### src/rtl/axis_merge_arbiter.sv
// Round-robin merge of S_COUNT AXI-Stream sources into one registered output stream.
// Per-source end markers are absorbed and replaced by one merged marker when all participants finish.
module axis_merge_arbiter #(
    parameter int S_COUNT    = 4,
    parameter int DATA_WIDTH = 64
) (
    input  logic                          clk,
    input  logic                          rst_n,
    input  logic [S_COUNT-1:0]            ien,
    input  logic                          merge_enable,
    input  logic [S_COUNT-1:0]            single_mask,
    input  logic [S_COUNT*DATA_WIDTH-1:0] s_axis_tdata,
    input  logic [S_COUNT-1:0]            s_axis_tlast,
    input  logic [S_COUNT-1:0]            s_axis_tvalid,
    output logic [S_COUNT-1:0]            s_axis_tready,
    output logic [DATA_WIDTH-1:0]         m_axis_tdata,
    output logic                          m_axis_tlast,
    output logic                          m_axis_tvalid,
    input  logic                          m_axis_tready,
    output logic                          merge_done
);

    localparam int IDX_W = (S_COUNT > 1) ? $clog2(S_COUNT) : 1;

    logic [S_COUNT-1:0]    part_mask;
    logic [S_COUNT-1:0]    done_seen;
    logic [S_COUNT-1:0]    req;
    logic [S_COUNT-1:0]    grant;
    logic [IDX_W-1:0]      last_g;
    logic [IDX_W-1:0]      grant_idx;
    logic [IDX_W-1:0]      cand;
    logic                  found;
    logic                  load;
    logic                  flush;
    logic                  accept;
    logic                  sel_last;
    logic [DATA_WIDTH-1:0] sel_data;

    function automatic logic [IDX_W-1:0] wrap_idx(input logic [IDX_W-1:0] base,
                                                  input int unsigned offset);
        int unsigned sum;
        sum = 32'(base) + offset;
        return IDX_W'(sum % S_COUNT);
    endfunction

    assign part_mask = ien & (merge_enable ? {S_COUNT{1'b1}} : single_mask);
    assign req       = s_axis_tvalid & part_mask & ~done_seen;
    assign load      = !m_axis_tvalid || m_axis_tready;
    assign flush     = (part_mask != '0) && ((done_seen & part_mask) == part_mask);

    // Cyclic search starting just after the last granted source.
    always_comb begin
        grant     = '0;
        grant_idx = last_g;
        cand      = last_g;
        found     = 1'b0;
        for (int unsigned k = 1; k <= S_COUNT; k++) begin
            cand = wrap_idx(last_g, k);
            if (!found && req[cand]) begin
                found       = 1'b1;
                grant[cand] = 1'b1;
                grant_idx   = cand;
            end
        end
    end

    // Ready is gated by reset so no source sees a handshake while rst_n is low.
    assign s_axis_tready = grant & {S_COUNT{load && !flush && rst_n}};
    assign accept        = |s_axis_tready;

    always_comb begin
        sel_data = '0;
        sel_last = 1'b0;
        for (int i = 0; i < S_COUNT; i++) begin
            if (grant[i]) begin
                sel_data = s_axis_tdata[i*DATA_WIDTH +: DATA_WIDTH];
                sel_last = s_axis_tlast[i];
            end
        end
    end

    assign merge_done = m_axis_tvalid & m_axis_tready & m_axis_tlast;

    always_ff @(posedge clk or negedge rst_n) begin
        if (!rst_n) begin
            m_axis_tvalid <= 1'b0;
            m_axis_tdata  <= '0;
            m_axis_tlast  <= 1'b0;
            done_seen     <= '0;
            last_g        <= IDX_W'(S_COUNT - 1);
        end else begin
            if (load) begin
                if (flush) begin
                    m_axis_tvalid <= 1'b1;
                    m_axis_tdata  <= '1;
                    m_axis_tlast  <= 1'b1;
                end else if (accept && !sel_last) begin
                    m_axis_tvalid <= 1'b1;
                    m_axis_tdata  <= sel_data;
                    m_axis_tlast  <= 1'b0;
                end else begin
                    m_axis_tvalid <= 1'b0;
                end
            end
            // Markers only record completion; their data never reaches the output.
            if (load && flush) begin
                done_seen <= '0;
            end else if (accept && sel_last) begin
                done_seen <= done_seen | grant;
            end
            if (accept) begin
                last_g <= grant_idx;
            end
        end
    end

endmodule
### config.mk
export PLATFORM = sky130hd
export DESIGN_NAME = axis_merge_arbiter
export DESIGN_NICKNAME = d
export VERILOG_FILES = /design/src/rtl/axis_merge_arbiter.sv
export SDC_FILE = /design/constraint.sdc
export NUM_CORES = 1
export LEC_CHECK = 0
export BUFFER_PORTS_ARGS = -buffer_cell sky130_fd_sc_hd__buf_2
export CAP_MARGIN = 10
export CORE_AREA = 2 2 135 137
export CTS_CLUSTER_SIZE = 28
export DETAILED_ROUTE_END_ITERATION = 6
export DIE_AREA = 0 0 137 139
export HOLD_SLACK_MARGIN = 0.12
export PLACE_DENSITY = 0.61
export SKIP_LAST_GASP = 1
export SLEW_MARGIN = 20
export SYNTH_ARGS = -nofsm -noshare
export SYNTH_HDL_FRONTEND = slang
export SYNTH_SLANG_ARGS = --single-unit
### constraint.sdc
create_clock -name clk -period 3.1 [get_ports clk]
set_input_delay 0.62 -clock clk [delete_from_list [all_inputs] [get_ports clk]]
set_output_delay 0.62 -clock clk [all_outputs]
set_load 0.05 [all_outputs]
==> results.cfg <==
[finish]
seqCellArea_um2 = 1800
final_nets = 1289
diodes = 0
drive_gt1_share_pct = 47.4
area_delta_synth_final_pct = 55.9
fillCellCount = 1761
fin_cells = 1240
multi_input_area_um2 = 3520

[power]
power.density_nw_per_um2 = 1440
p_total_mw = 12.3
power_leakage_nw = 3.78
ir_drop_uv = 823

[yosys]
synth_warnings = 0
synth_top_cell_by_area = dfrtp_1
synth_top_cells_by_area = dfrtp_1 (32%), mux2i_1 (12%), a221oi_1 (10%)
syn_area_um2 = 5470
netlist_instances = 635
syn_nets = 918
synth.top_cell.area_share_pct = 32.0
synth-seq-cells = 72
synthFlopType = dfrtp_1
synth-seq-area-share_pct = 33.0
synth_edf_count = 0
ys_async_sr_fraction_pct = 100
syn_area_per_cell_um2 = 8.62
synth_cell_types = 55

[clocking]
path_clk_slew_ns = 0.06
htree_levels = 3
holdBufCountCts = 0
numClockSinks = 72
clk_latency_ns = 0.33
cts_buffers = 9
cts.path.max_buffers = 2
cts-root-buf = clkbuf_16
cts_tree = built

[detailed_routing]
ant_nets = 0
wl_um = 22600
num_vias = 6668
drc = 0
routedWlPerCell_um = 18.2
drtPass1Iterations = 5
drtIter0Drc = 352
routed_via_density = 5.38

[sta]
worst_slack_ns = -0.197
tightest_slew_ns = 0.785
hold_violations = 0
min_period_ns = 3.30
finalSetupViolCount = 70
skew_ns = 0.0101
relSlewSlack_pct = 47.7
rsz0062_at_grt = yes
fin_crit_sh_pct = 106
clock.fmax_ghz = 0.303
report.final.slew_viol_count = 0

[grt]
grt_antenna_before_repair = 0
met2_usage_pct = 38.9
use_met3_pct = 4.28
grt_pass1_wl_um = 34300
track_usage_pct = 22.9
use_met1_pct = 28.9
grt-busiest-layer = met2
grt_max_degree = 68
grt.overflow.total = 0
grt_pass1_vias = 6666

[floorplanning]
die_h_um = 139
num_rows = 49
die_w_um = 137
start_util_pct = 31.0
coreArea_um2 = 17700
io_pins = 347
die_area_um2 = 19000

[status]
status = finished, violations left
violations = negative setup slack

[placed_design]
io_buffers = 346
hpwlAfterDp_um = 16200
dp_cells = 1210
gp_congestion = 0.869

[setup_path]
startpoint_type = input pin
crit_arrival_ns = 3.51
path_class = in -> reg
cp_max_fo = 8
end_kind = register
cp.required_ns = 3.31

[worst_hold_path]
hp-class = in -> async

[job]
drv_cap = 0
==> per-stage QoR <==
stage               util, %  worst slack, ns  setup TNS [ns]  hold WS (ns)  instance area (um2)
floorplan                 -           -0.185           -9.83         0.324                 5540
global placement       44.3           -0.472          -32.32         0.504                 7830
detailed placement     44.3           -0.553          -35.92         0.513                 7830
CTS                    47.7           -0.157           -7.55         0.361                 8410
global route           48.3           -0.253          -14.09         0.383                 8530
finish                 48.3           -0.197           -9.95         0.356                 8530
==> state kept, by name (all words and copies together), names as in the netlist <==
signal         cells
done_seen          4
last_g             2
m_axis_tdata      64
m_axis_tlast       1
m_axis_tvalid      1
==> critical path: stages <==
cell      delay, ns
buf_8          0.09
o21ai_4        0.06
or3b_4         0.39
mux4_2         0.55
and3_4         0.20
o22a_1         0.19
buf_6          0.14
a211oi_4       0.27
a221oi_4       0.10
o311a_4        0.43
buf_12         0.16
buf_12         0.14
mux2i_2        0.14
==> metal layers <==
layer,vias to the layer above,share of wire (%)
met5,-,0
met4,0,2.3
met3,42,6.1
met2,280,49
met1,3186,43
li1,3160,-
==> cell families after synthesis <==
| group | Yosys count | synth area share (%) |
|---|---|---|
| and+or+nand+nor | 112 | 9.28 |
| adders and majority gates | 7 | 1.60 |
| AOI/OAI and AO/OA | 299 | 36.4 |
| buffers and inverters | 76 | 6.47 |
| DFF | 72 | 33.0 |
| xor gates and xnor gates | 1 | 0.160 |
| muxes | 68 | 13.1 |
==> power by group <==
part / switching, mW / internal [mW] / total, mW / leakage, nW
sequential: 0.220 / 1.38 / 1.60 / 0.763
combinational: 5.60 / 3.98 / 9.58 / 2.87
clock: 0.401 / 0.665 / 1.07 / 0.150
total: 6.22 / 6.03 / 12.3 / 3.78
==> cells in the final DEF (no fill, tap or decap), types with 3 or more instances in the layout <==
| master | netlist | layout |
|---|---|---|
| ha_1 | 7 | 7 |
| buf_4 | 2 | 61 |
| a21oi_1 | 70 | 67 |
| clkbuf_16 | 0 | 10 |
| buf_6 | 1 | 13 |
| nand3_1 | 6 | 5 |
| mux2i_1 | 65 | 64 |
| nor2_4 | 0 | 3 |
| mux4_2 | 3 | 3 |
| nand2_1 | 5 | 4 |
| buf_12 | 0 | 8 |
| and3_4 | 0 | 3 |
| o21ai_0 | 71 | 70 |
| buf_2 | 7 | 338 |
| inv_1 | 10 | 10 |
| and3_1 | 7 | 4 |
| nor2_1 | 74 | 69 |
| dfrtp_1 | 70 | 70 |
| a221oi_1 | 64 | 64 |
| o21a_1 | 66 | 66 |
| a21oi_4 | 0 | 3 |
| buf_8 | 4 | 3 |
==> synth_stat cells, types with 4 or more instances <==
cell type	number
o21ai_0	71
a221oi_1	64
mux2i_1	65
a31oi_1	4
nor2_1	74
buf_2	7
nand2_1	5
o21a_1	66
clkbuf_1	47
inv_1	10
a21oi_1	70
buf_1	5
and3_1	7
ha_1	7
dfrtp_1	70
buf_8	4
nand3_1	6
==> area by class of cell <==
class | instances | share of cell area [%]
multi-input combinational | 487 | 41.3
inverter | 10 | 0.440
clock inverter | 3 | 0.469
sequential | 72 | 21.1
clock buffer | 13 | 3.05
tap | 229 | 3.36
timing repair buffer | 426 | 30.2
==> worst paths after layout <==
check / start / to / cells after the start / slack, ns
hold / removal: rst_n / m_axis_tdata[10] / 2 / 0.36
setup / recovery: merge_enable / m_axis_tdata[0] / 13 / -0.20
hold reg to reg: done_seen[3] / done_seen[3] / 2 / 0.52
min in group clk: done_seen[3] / done_seen[3] / 2 / 0.52
setup reg to reg: done_seen[2] / m_axis_tdata[0] / 11 / -0.18
max in group asynchronous: rst_n / m_axis_tdata[7] / 3 / 1.78
==> repair_timing <==
item,in CTS,in global routing
resized for setup,36,21
setup endpoints to repair,69,74
setup buffers,8,4
cloned,2,1
pin swaps,6,6
Power figures use the tool's default switching activity.
